File: config.mk
export PLATFORM = sky130hd
export DESIGN_NAME = stopwatch_ctrl
export DESIGN_NICKNAME = d
export VERILOG_FILES = /design/src/rtl/stopwatch_pkg.sv /design/src/rtl/stopwatch_ctrl_btn_sync_edge.sv /design/src/rtl/stopwatch_ctrl.sv
export SDC_FILE = /design/constraint.sdc
export NUM_CORES = 1
export LEC_CHECK = 0
export ABC_AREA = 0
export CORE_MARGIN = 8
export CORE_UTILIZATION = 50
export CTS_BUF_LIST = sky130_fd_sc_hd__clkbuf_8 sky130_fd_sc_hd__clkbuf_16
export DETAILED_ROUTE_END_ITERATION = 10
export HOLD_SLACK_MARGIN = 0.03
export PLACE_DENSITY = 0.74
export SLEW_MARGIN = 20
export SYNTH_ARGS = -nofsm -noshare
export SYNTH_HDL_FRONTEND = slang
export SYNTH_SLANG_ARGS = --single-unit
File: constraint.sdc
create_clock -name clk -period 4.3 [get_ports clk]
set_clock_uncertainty 0.1 [all_clocks]
set_input_delay 0.43 -clock clk [delete_from_list [all_inputs] [get_ports clk]]
set_output_delay 0.43 -clock clk [all_outputs]
set_load 0.02 [all_outputs]
File: src/rtl/stopwatch_pkg.sv
// Shared state encodings for the stopwatch run/pause/clear/lap sequencer.
// The values are also what drives the board LEDs.
// No logic here.
package stopwatch_pkg;

  localparam int STATE_W = 2;

  typedef enum logic [STATE_W-1:0] {
    ST_IDLE  = 2'd0,
    ST_RUN   = 2'd1,
    ST_PAUSE = 2'd2,
    ST_DONE  = 2'd3
  } state_t;

endpackage

File: src/rtl/stopwatch_ctrl_btn_sync_edge.sv
// Purpose: brings a debounced async button level into clk and flags its rising edge.
// Latency: edge_o is high in the second cycle after the level is first sampled.
// Backpressure: none; every rising edge yields exactly one single-cycle pulse.
module btn_sync_edge (
  input  logic clk,
  input  logic rst,
  input  logic din,
  output logic edge_o
);

  logic s1;
  logic s2;
  logic s3;

  // Two-flop synchroniser plus one history flop for edge detection.
  always_ff @(posedge clk) begin
    if (!rst) begin
      s1 <= 1'b0;
      s2 <= 1'b0;
      s3 <= 1'b0;
    end else begin
      s1 <= din;
      s2 <= s1;
      s3 <= s2;
    end
  end

  assign edge_o = s2 & ~s3;

endmodule

File: src/rtl/stopwatch_ctrl.sv
// Purpose: run/pause/clear/lap sequencer and 1 Hz tick generator for the BCD seconds counter.
// Latency: a button level change shows up as a state change two cycles after it is first sampled.
// Backpressure: none; button edges are acted on immediately, clear has top priority.
module stopwatch_ctrl
  import stopwatch_pkg::*;
#(
  parameter int CLK_HZ       = 50_000_000,
  parameter int TICK_HZ      = 1,
  // 1: halt with alarm when the counter wraps 99->00; 0: keep counting
  parameter bit STOP_AT_WRAP = 1'b1
) (
  input  logic               clk,
  input  logic               rst,
  input  logic               btn_run,
  input  logic               btn_clear,
  input  logic               btn_lap,
  input  logic [3:0]         cnt_digit_l,
  input  logic [3:0]         cnt_digit_h,
  input  logic               cnt_overflow,
  output logic               cnt_rst,
  output logic               cnt_clk_1hz,
  output logic               cnt_start,
  output logic               cnt_pause,
  output logic [3:0]         lap_l,
  output logic [3:0]         lap_h,
  output logic               lap_valid,
  output logic               alarm,
  output logic [STATE_W-1:0] state
);

  // DIV is expected to be even and at least 4 so the tick has a clean 50% duty.
  localparam int            DIV     = CLK_HZ / TICK_HZ;
  localparam int            PW      = $clog2(DIV);
  localparam logic [PW-1:0] PS_MAX  = PW'(DIV - 1);
  localparam logic [PW-1:0] PS_HALF = PW'(DIV / 2);

  state_t        cur_st;
  state_t        nxt_st;
  logic [PW-1:0] presc;
  logic          run_edge;
  logic          clear_edge;
  logic          lap_edge;

  btn_sync_edge u_sync_run   (.clk(clk), .rst(rst), .din(btn_run),   .edge_o(run_edge));
  btn_sync_edge u_sync_clear (.clk(clk), .rst(rst), .din(btn_clear), .edge_o(clear_edge));
  btn_sync_edge u_sync_lap   (.clk(clk), .rst(rst), .din(btn_lap),   .edge_o(lap_edge));

  // State register.
  always_ff @(posedge clk) begin
    if (!rst) begin
      cur_st <= ST_IDLE;
    end else begin
      cur_st <= nxt_st;
    end
  end

  // Next-state selection and counter-control decode; clear overrides everything.
  always_comb begin
    nxt_st    = cur_st;
    cnt_rst   = 1'b0;
    cnt_start = 1'b0;
    cnt_pause = 1'b0;
    alarm     = 1'b0;
    case (cur_st)
      ST_IDLE: begin
        cnt_rst = 1'b1;
        if (run_edge) nxt_st = ST_RUN;
      end
      ST_RUN: begin
        cnt_start = 1'b1;
        // Overflow wins over a simultaneous run press.
        if (cnt_overflow && STOP_AT_WRAP) nxt_st = ST_DONE;
        else if (run_edge)                nxt_st = ST_PAUSE;
      end
      ST_PAUSE: begin
        cnt_start = 1'b1;
        cnt_pause = 1'b1;
        if (run_edge) nxt_st = ST_RUN;
      end
      ST_DONE: begin
        cnt_start = 1'b1;
        cnt_pause = 1'b1;
        alarm     = 1'b1;
      end
      default: nxt_st = ST_IDLE;
    endcase
    if (clear_edge) nxt_st = ST_IDLE;
  end

  // Tick prescaler: counts only in RUN, so PAUSE/DONE keep the partial second.
  always_ff @(posedge clk) begin
    if (!rst || clear_edge || cur_st == ST_IDLE) begin
      presc <= '0;
    end else if (cur_st == ST_RUN) begin
      presc <= (presc == PS_MAX) ? '0 : presc + PW'(1);
    end
  end

  // Lap capture in RUN/PAUSE; a coincident clear still captures the pre-clear digits.
  always_ff @(posedge clk) begin
    if (!rst) begin
      lap_l     <= 4'd0;
      lap_h     <= 4'd0;
      lap_valid <= 1'b0;
    end else if (lap_edge && (cur_st == ST_RUN || cur_st == ST_PAUSE)) begin
      lap_l     <= cnt_digit_l;
      lap_h     <= cnt_digit_h;
      lap_valid <= 1'b1;
    end else begin
      lap_valid <= 1'b0;
    end
  end

  // Tick is low for the first half of each period.
  assign cnt_clk_1hz = (presc >= PS_HALF);
  assign state       = cur_st;

endmodule

## After elaboration in Yosys (flattened, before gate mapping)

Cells that the tools add are included.

| cells by class | value |
|---|---|
| add/subtract/negate cells | 1 |
| divide/modulo/power cells | 0 |
| order comparisons | 1 |
| muxes and demuxes | 10 |
| reduce and logical (&&, ||, !) cells | 12 |
| shifts and indexed selects | 0 |
| bitwise operators | 7 |
| equality and inequality tests | 6 |
| multipliers | 0 |

Operators with widths:

| kind | count |
|---|---|
| 26-bit by 1-bit adder with 26-bit output (second input constant) | 1 |
| 26-bit equality test (second input constant) | 1 |
| 26-bit by 25-bit greater-or-equal comparator with 1-bit output (second input constant) | 1 |
| 26-bit 2-to-1 mux | 1 |
| 2-bit 2-to-1 mux | 3 |
| 2-bit OR reduction | 3 |
| 1-bit 2-to-1 mux | 5 |
| 2-bit equality test (second input constant) | 2 |
| 1-bit NOT | 4 |
| 2-bit case mux with 2 select lines | 1 |
| 1-bit bitwise AND | 3 |
| 1-bit logical OR | 3 |
| 3-bit inequality test (second input constant) | 1 |
| 3-bit AND reduction | 1 |
| 3-bit OR reduction | 1 |
| 2-bit by 1-bit equality test with 1-bit output (second input constant) | 1 |
| 2-bit logical NOT | 1 |
| 2-bit by 1-bit inequality test with 1-bit output (second input constant) | 1 |
| 2-bit nonzero test | 1 |
| 1-bit logical AND | 1 |
| 1-bit logical NOT | 1 |

| word-level totals | value |
|---|---|
| bits in latches | 0 |
| bits in registers | 46 |
| bits of input ports | 14 |
| RAM bits | 0 |
| memories | 0 |
| output and inout bits | 16 |
| logic and storage cells | 51 |
| memory bits (read-only) | 0 |

## Depth between registers and ports, before layout

| logic depth | value |
|---|---|
| word-level depth | 5 |
| depth in mapped cells | 9 |
| gate-level depth less buffers | 7 |

## Modules after synthesis

Synthesis repeated with hierarchy kept, for this count alone.

| unflattened totals | value |
|---|---|
| cell total of the unflattened synthesis | 231 |
| area total of the unflattened synthesis | 2110.8 µm² |

By module, submodules not included:

| module | sequential area each (µm²) | cells an instance | instances | area an instance (µm²) |
|---|---|---|---|---|
| stopwatch_ctrl | 740.7 | 210 | 1 | 1833.0 |
| btn_sync_edge | 60.1 | 7 | 3 | 92.6 |

## Least setup slack after synthesis

OpenSTA, ideal clock, no wires.

| timing path | value |
|---|---|
| path kind | reg-to-reg |
| start point | reg cur_st[0], in the netlist state[0] |
| end point | reg presc[25] |
| path buffers | 1 |
| clock period less this slack | 2006 ps |
| library setup time | 62 ps |
| data arrival time | 1844 ps |
| setup slack | 2294 ps |
| stages on the path, launching flop included | 8 |
| cell sequence | dfxtp_1 > ha_1 > clkbuf_2 > nand4_2 > nor4_4 > nand4_1 > or4_1 > nand3_1 |

| between the ends | value |
|---|---|
| cells in the longest elaborated chain, start to end | 2 |
| elaborated cells between the ends (all ways) | 3 |

Ends and longest elaborated chain:

| item | line | text |
|---|---|---|
| from (decl) | stopwatch_ctrl.sv:37 | `state_t cur_st;` |
| from (signal assigned) | stopwatch_ctrl.sv:53 | `cur_st <= nxt_st;` |
| 2-bit logical NOT | stopwatch_ctrl.sv:92 | `if (!rst \|\| clear_edge \|\| cur_st == ST_IDLE) begin` |
| 1-bit logical OR | stopwatch_ctrl.sv:92 |  |
| to (signal assigned) | stopwatch_ctrl.sv:95 | `presc <= (presc == PS_MAX) ? '0 : presc + PW'(1);` |
| to (decl) | stopwatch_ctrl.sv:39 | `logic [PW-1:0] presc;` |

Parallel ways exist; a longest one is shown, timed or not.
A chain may end at the register's enable or synchronous reset.

## Worst setup path in the final report

| timing path | value |
|---|---|
| start point | reg presc[7] |
| end point | out cnt_clk_1hz |

| between the ends | value |
|---|---|
| cells in the longest elaborated chain, start to end | 1 |

Ends and longest elaborated chain:

| item | line | text |
|---|---|---|
| 26-bit by 25-bit greater-or-equal comparator with 1-bit output | stopwatch_ctrl.sv:115 | `assign cnt_clk_1hz = (presc >= PS_HALF);` |
| to (decl) | stopwatch_ctrl.sv:21 | `output logic cnt_clk_1hz,` |

Every way passes these cells.

==> impl_results.md <==
- CP delay by family, top: buffers and inverters
- Min-Delay Path Class: reg -> reg
- Setup crit start kind: register
- Crit path capture type: output port
- Met1 wire length: 1.72 mm
- Top layer in use: met4
- Dominant cell type by area after synthesis: dfxtp_1
- Seq pwr share: 0.546
- Post-CTS setup buffer count: 0
- Status: completed
- Initial antenna violation count: 0
- Achievable Freq: 371 MHz
- Setup ws final: 1.60 ns
- CP arrival: 2.17 ns
- Die W: 79.8 microns
- Commonest non-fill, non-tap cells in the layout: 46 x dfxtp_1, 43 x nor2_1, 29 x clkdlybuf4s50_1
- Worst-path clk slew: 0.09 ns
- Worst r2r dst: presc[6]
- Clock power share: 0.320
- Hold path cells: 1
- H-tree Lvls: 2
- LEAKAGE: 0.927 nW
- Fin crit share: 0.627
- Relative slew slack: 0.339
- Most common cell after layout, fill and taps aside: dfxtp_1
- Cells after Synth: 222
- Final ANT Viol Nets: 0
- Initial drt markers: 52
- Place WS: 1.77 ns
- Grt ovf: 0
- Vias in the first global route: 1494
- Clk Latency, worst-skew pair: 0.30 ns
- RD Place Congestion: 0.830
- Final Core Density: 0.619
- Layout cells sized above 1: 0.0669
- Worst-case register-to-register setup slack: 1.77 ns
- Via count: 1538
- DRC Markers: 0
- First drt pass iteration count: 4
- CTS tree: yes
- # fillers: 344
- Area Growth Syn to Fin: 20.2%
- Crit path from: presc[7]
- Number of max-cap violations: 0
- Die Y: 79.8 microns
- Final setup viols: 0
- Reg2reg start: state[1]
- Post-synthesis cell type count: 38
- Maximum vdd drop: 0.383 mV
- Max FO, Critical Path: 6
- Io pins: 30
- Worst hold slack: 0.340 ns
- Setup_tns: 0 ns
- Post-DR wirelength/cell: 12.2 microns
- Post-synthesis register bit count: 46
- Ys Warns: 0
- Total track usage: 0.129
- Synth Cell Area: 2030 sq um
- Worst EP required: 3.77 ns
- Die area: 6360 sq um
- Largest net degree at the start of global routing: 25
- Min Tclk post-route: 2.70 ns
- CP max stage delay: 0.55 ns
- Crit path cell chain: nor4_1 -> a211oi_1 -> a211oi_1 -> o31ai_1 -> clkdlybuf4s50_1
- CP Class: reg -> out
- Sw Ratio: 0.260
- Core ar.: 3940 sq um
- Final hold vios: 0
- Hold path startpoint: u_sync_run.s1
- Final #Nets: 274
- WP buf/inv: 1
- R2r worst-path depth: 7
- Tightest Pin Transition: 0.992 ns
- Rows: 23
- Power per cell area: 330 nW/um^2
- Post-DP HPWL: 2.74 mm
- CP max-delay cell: clkdlybuf4s50_1
- CP most frequent cell: a211oi_1
- Fin. max-slew vios: 0
- First-pass GRT wire length: 6.52 mm
- Synthesized Nets: 243
- Wire length on met3: 286 microns
- Vias/cell: 5.06
- Final total power: 0.806 mW
- Sequential area share after synthesis: 0.453
- CTS Buf Count: 5
- Synth area leaders: dfxtp_1 45%, nor2_1 7.9%, xor2_1 6.5%
- Post-CTS resize count: 0
- Clk root buf: clkbuf_8
- Logic pwr share: 0.133
- P_int: 0.597 mW
- RSZ-0062 raised after global routing: false
- N_diodes: 0
- Routed Wire Length: 3.71 mm
- DR WL met2: 1.63 mm
- Switch Pwr: 0.209 mW
- Synth top area share: 0.453
- Critical Path Stages: 5
- Clk sinks: 46
- Mean Syn Cell Area: 9.15 sq um
- Clock Path Buffers: 2
- # port buffers: 29
- Hold Buf Count CTS: 0
- Crit path to: cnt_clk_1hz
- Starting Density: 0.515
==> through the flow <==
step / instances / area, sq um
2_1_floorplan: 222 / 2030
3_3_place_gp: 296 / 2360
3_5_place_dp: 296 / 2360
4_1_cts: 304 / 2440
5_1_grt: 304 / 2440
6_report: 304 / 2440
==> worst min-delay path by stage <==
stage / slack (ns) / endpoint
finish: 0.34 / u_sync_run.s2
global route: 0.36 / u_sync_run.s2
CTS: 0.34 / u_sync_clear.s3
detailed placement: 0.32 / u_sync_run.s2
global placement: 0.31 / u_sync_run.s2
floorplan: 0.31 / u_sync_clear.s2
==> Yosys cell counts <==
library cell and number:
dfxtp_1 46, nor2_1 43, xor2_1 15, nand2_1 13, inv_1 12, nand3_1 11, mux2i_1 10, and2_1 8
nand4_1 8, xnor2_1 8, ha_1 7, nor3_1 6, a211oi_1 3, a21oi_1 2, and3_1 2, buf_4 2
nand3_2 2, nand4_2 2, nor4_1 2, or2_2 2, a31oi_1 1, and4_1 1, buf_2 1, clkbuf_1 1
clkbuf_2 1, clkinv_1 1, nand2b_1 1, nand3_4 1, nand3b_1 1, nor3_4 1, nor4_4 1, nor4bb_1 1
o21ai_0 1, o21ai_1 1, o21ai_2 1, o31ai_1 1, or3_1 1, or4_1 1
==> sequential cells by signal (all words and copies together) (netlist names) <==
name	count
u_sync_lap.s2	1
u_sync_run.s1	1
lap_valid	1
u_sync_run.s3	1
lap_h	4
u_sync_clear.s3	1
lap_l	4
u_sync_run.s2	1
u_sync_clear.s2	1
state	2
u_sync_lap.s1	1
u_sync_clear.s1	1
u_sync_lap.s3	1
presc	26
==> logic make-up after synthesis <==
logic type      count (synthesis)  synth area share
buf+inv                        18            0.0382
fa+ha+maj                       7            0.0431
simple gates                  108             0.285
flops                          46             0.453
mux                            10            0.0493
xor+xnor                       23            0.0991
compound gates                 10            0.0320
==> worst reg2reg max path: cells and delay by family (launching register included) <==
family	cells	cell delay [ns]
AO/OA/AOI/OAI	1	0.77
adder cells (fa/ha/maj)	1	0.30
buffers and inverters	1	0.11
flip-flops	1	0.35
AND/OR/NAND/NOR	4	0.74
==> power by group through the flow <==
stage	clock [mW]	sequential (mW)	combinational, mW
final	0.258	0.440	0.108
after global routing	0.287	0.442	0.120
after CTS	0.268	0.440	0.109
after detailed placement	0	0.450	0.109
after global placement	0	0.450	0.108
after floorplan	0	0.455	0.0612
==> layout make-up <==
class / instances / area [sq um] / area share
multi-input cells: 158 / 1030 / 0.423
flip-flops and latches: 46 / 921 / 0.377
repair buffers: 29 / 290 / 0.119
clock buffers: 5 / 68.8 / 0.0282
well taps: 50 / 62.6 / 0.0256
inverters: 13 / 48.8 / 0.0200
clock inverters: 3 / 17.5 / 0.00717
==> metal layers <==
layer,up-vias,global-route usage
li1,799,-
met1,703,0.143
met2,31,0.205
met3,5,0.0642
met4,0,0.0545
met5,-,0
No activity file was read; power rests on OpenSTA's default activity.
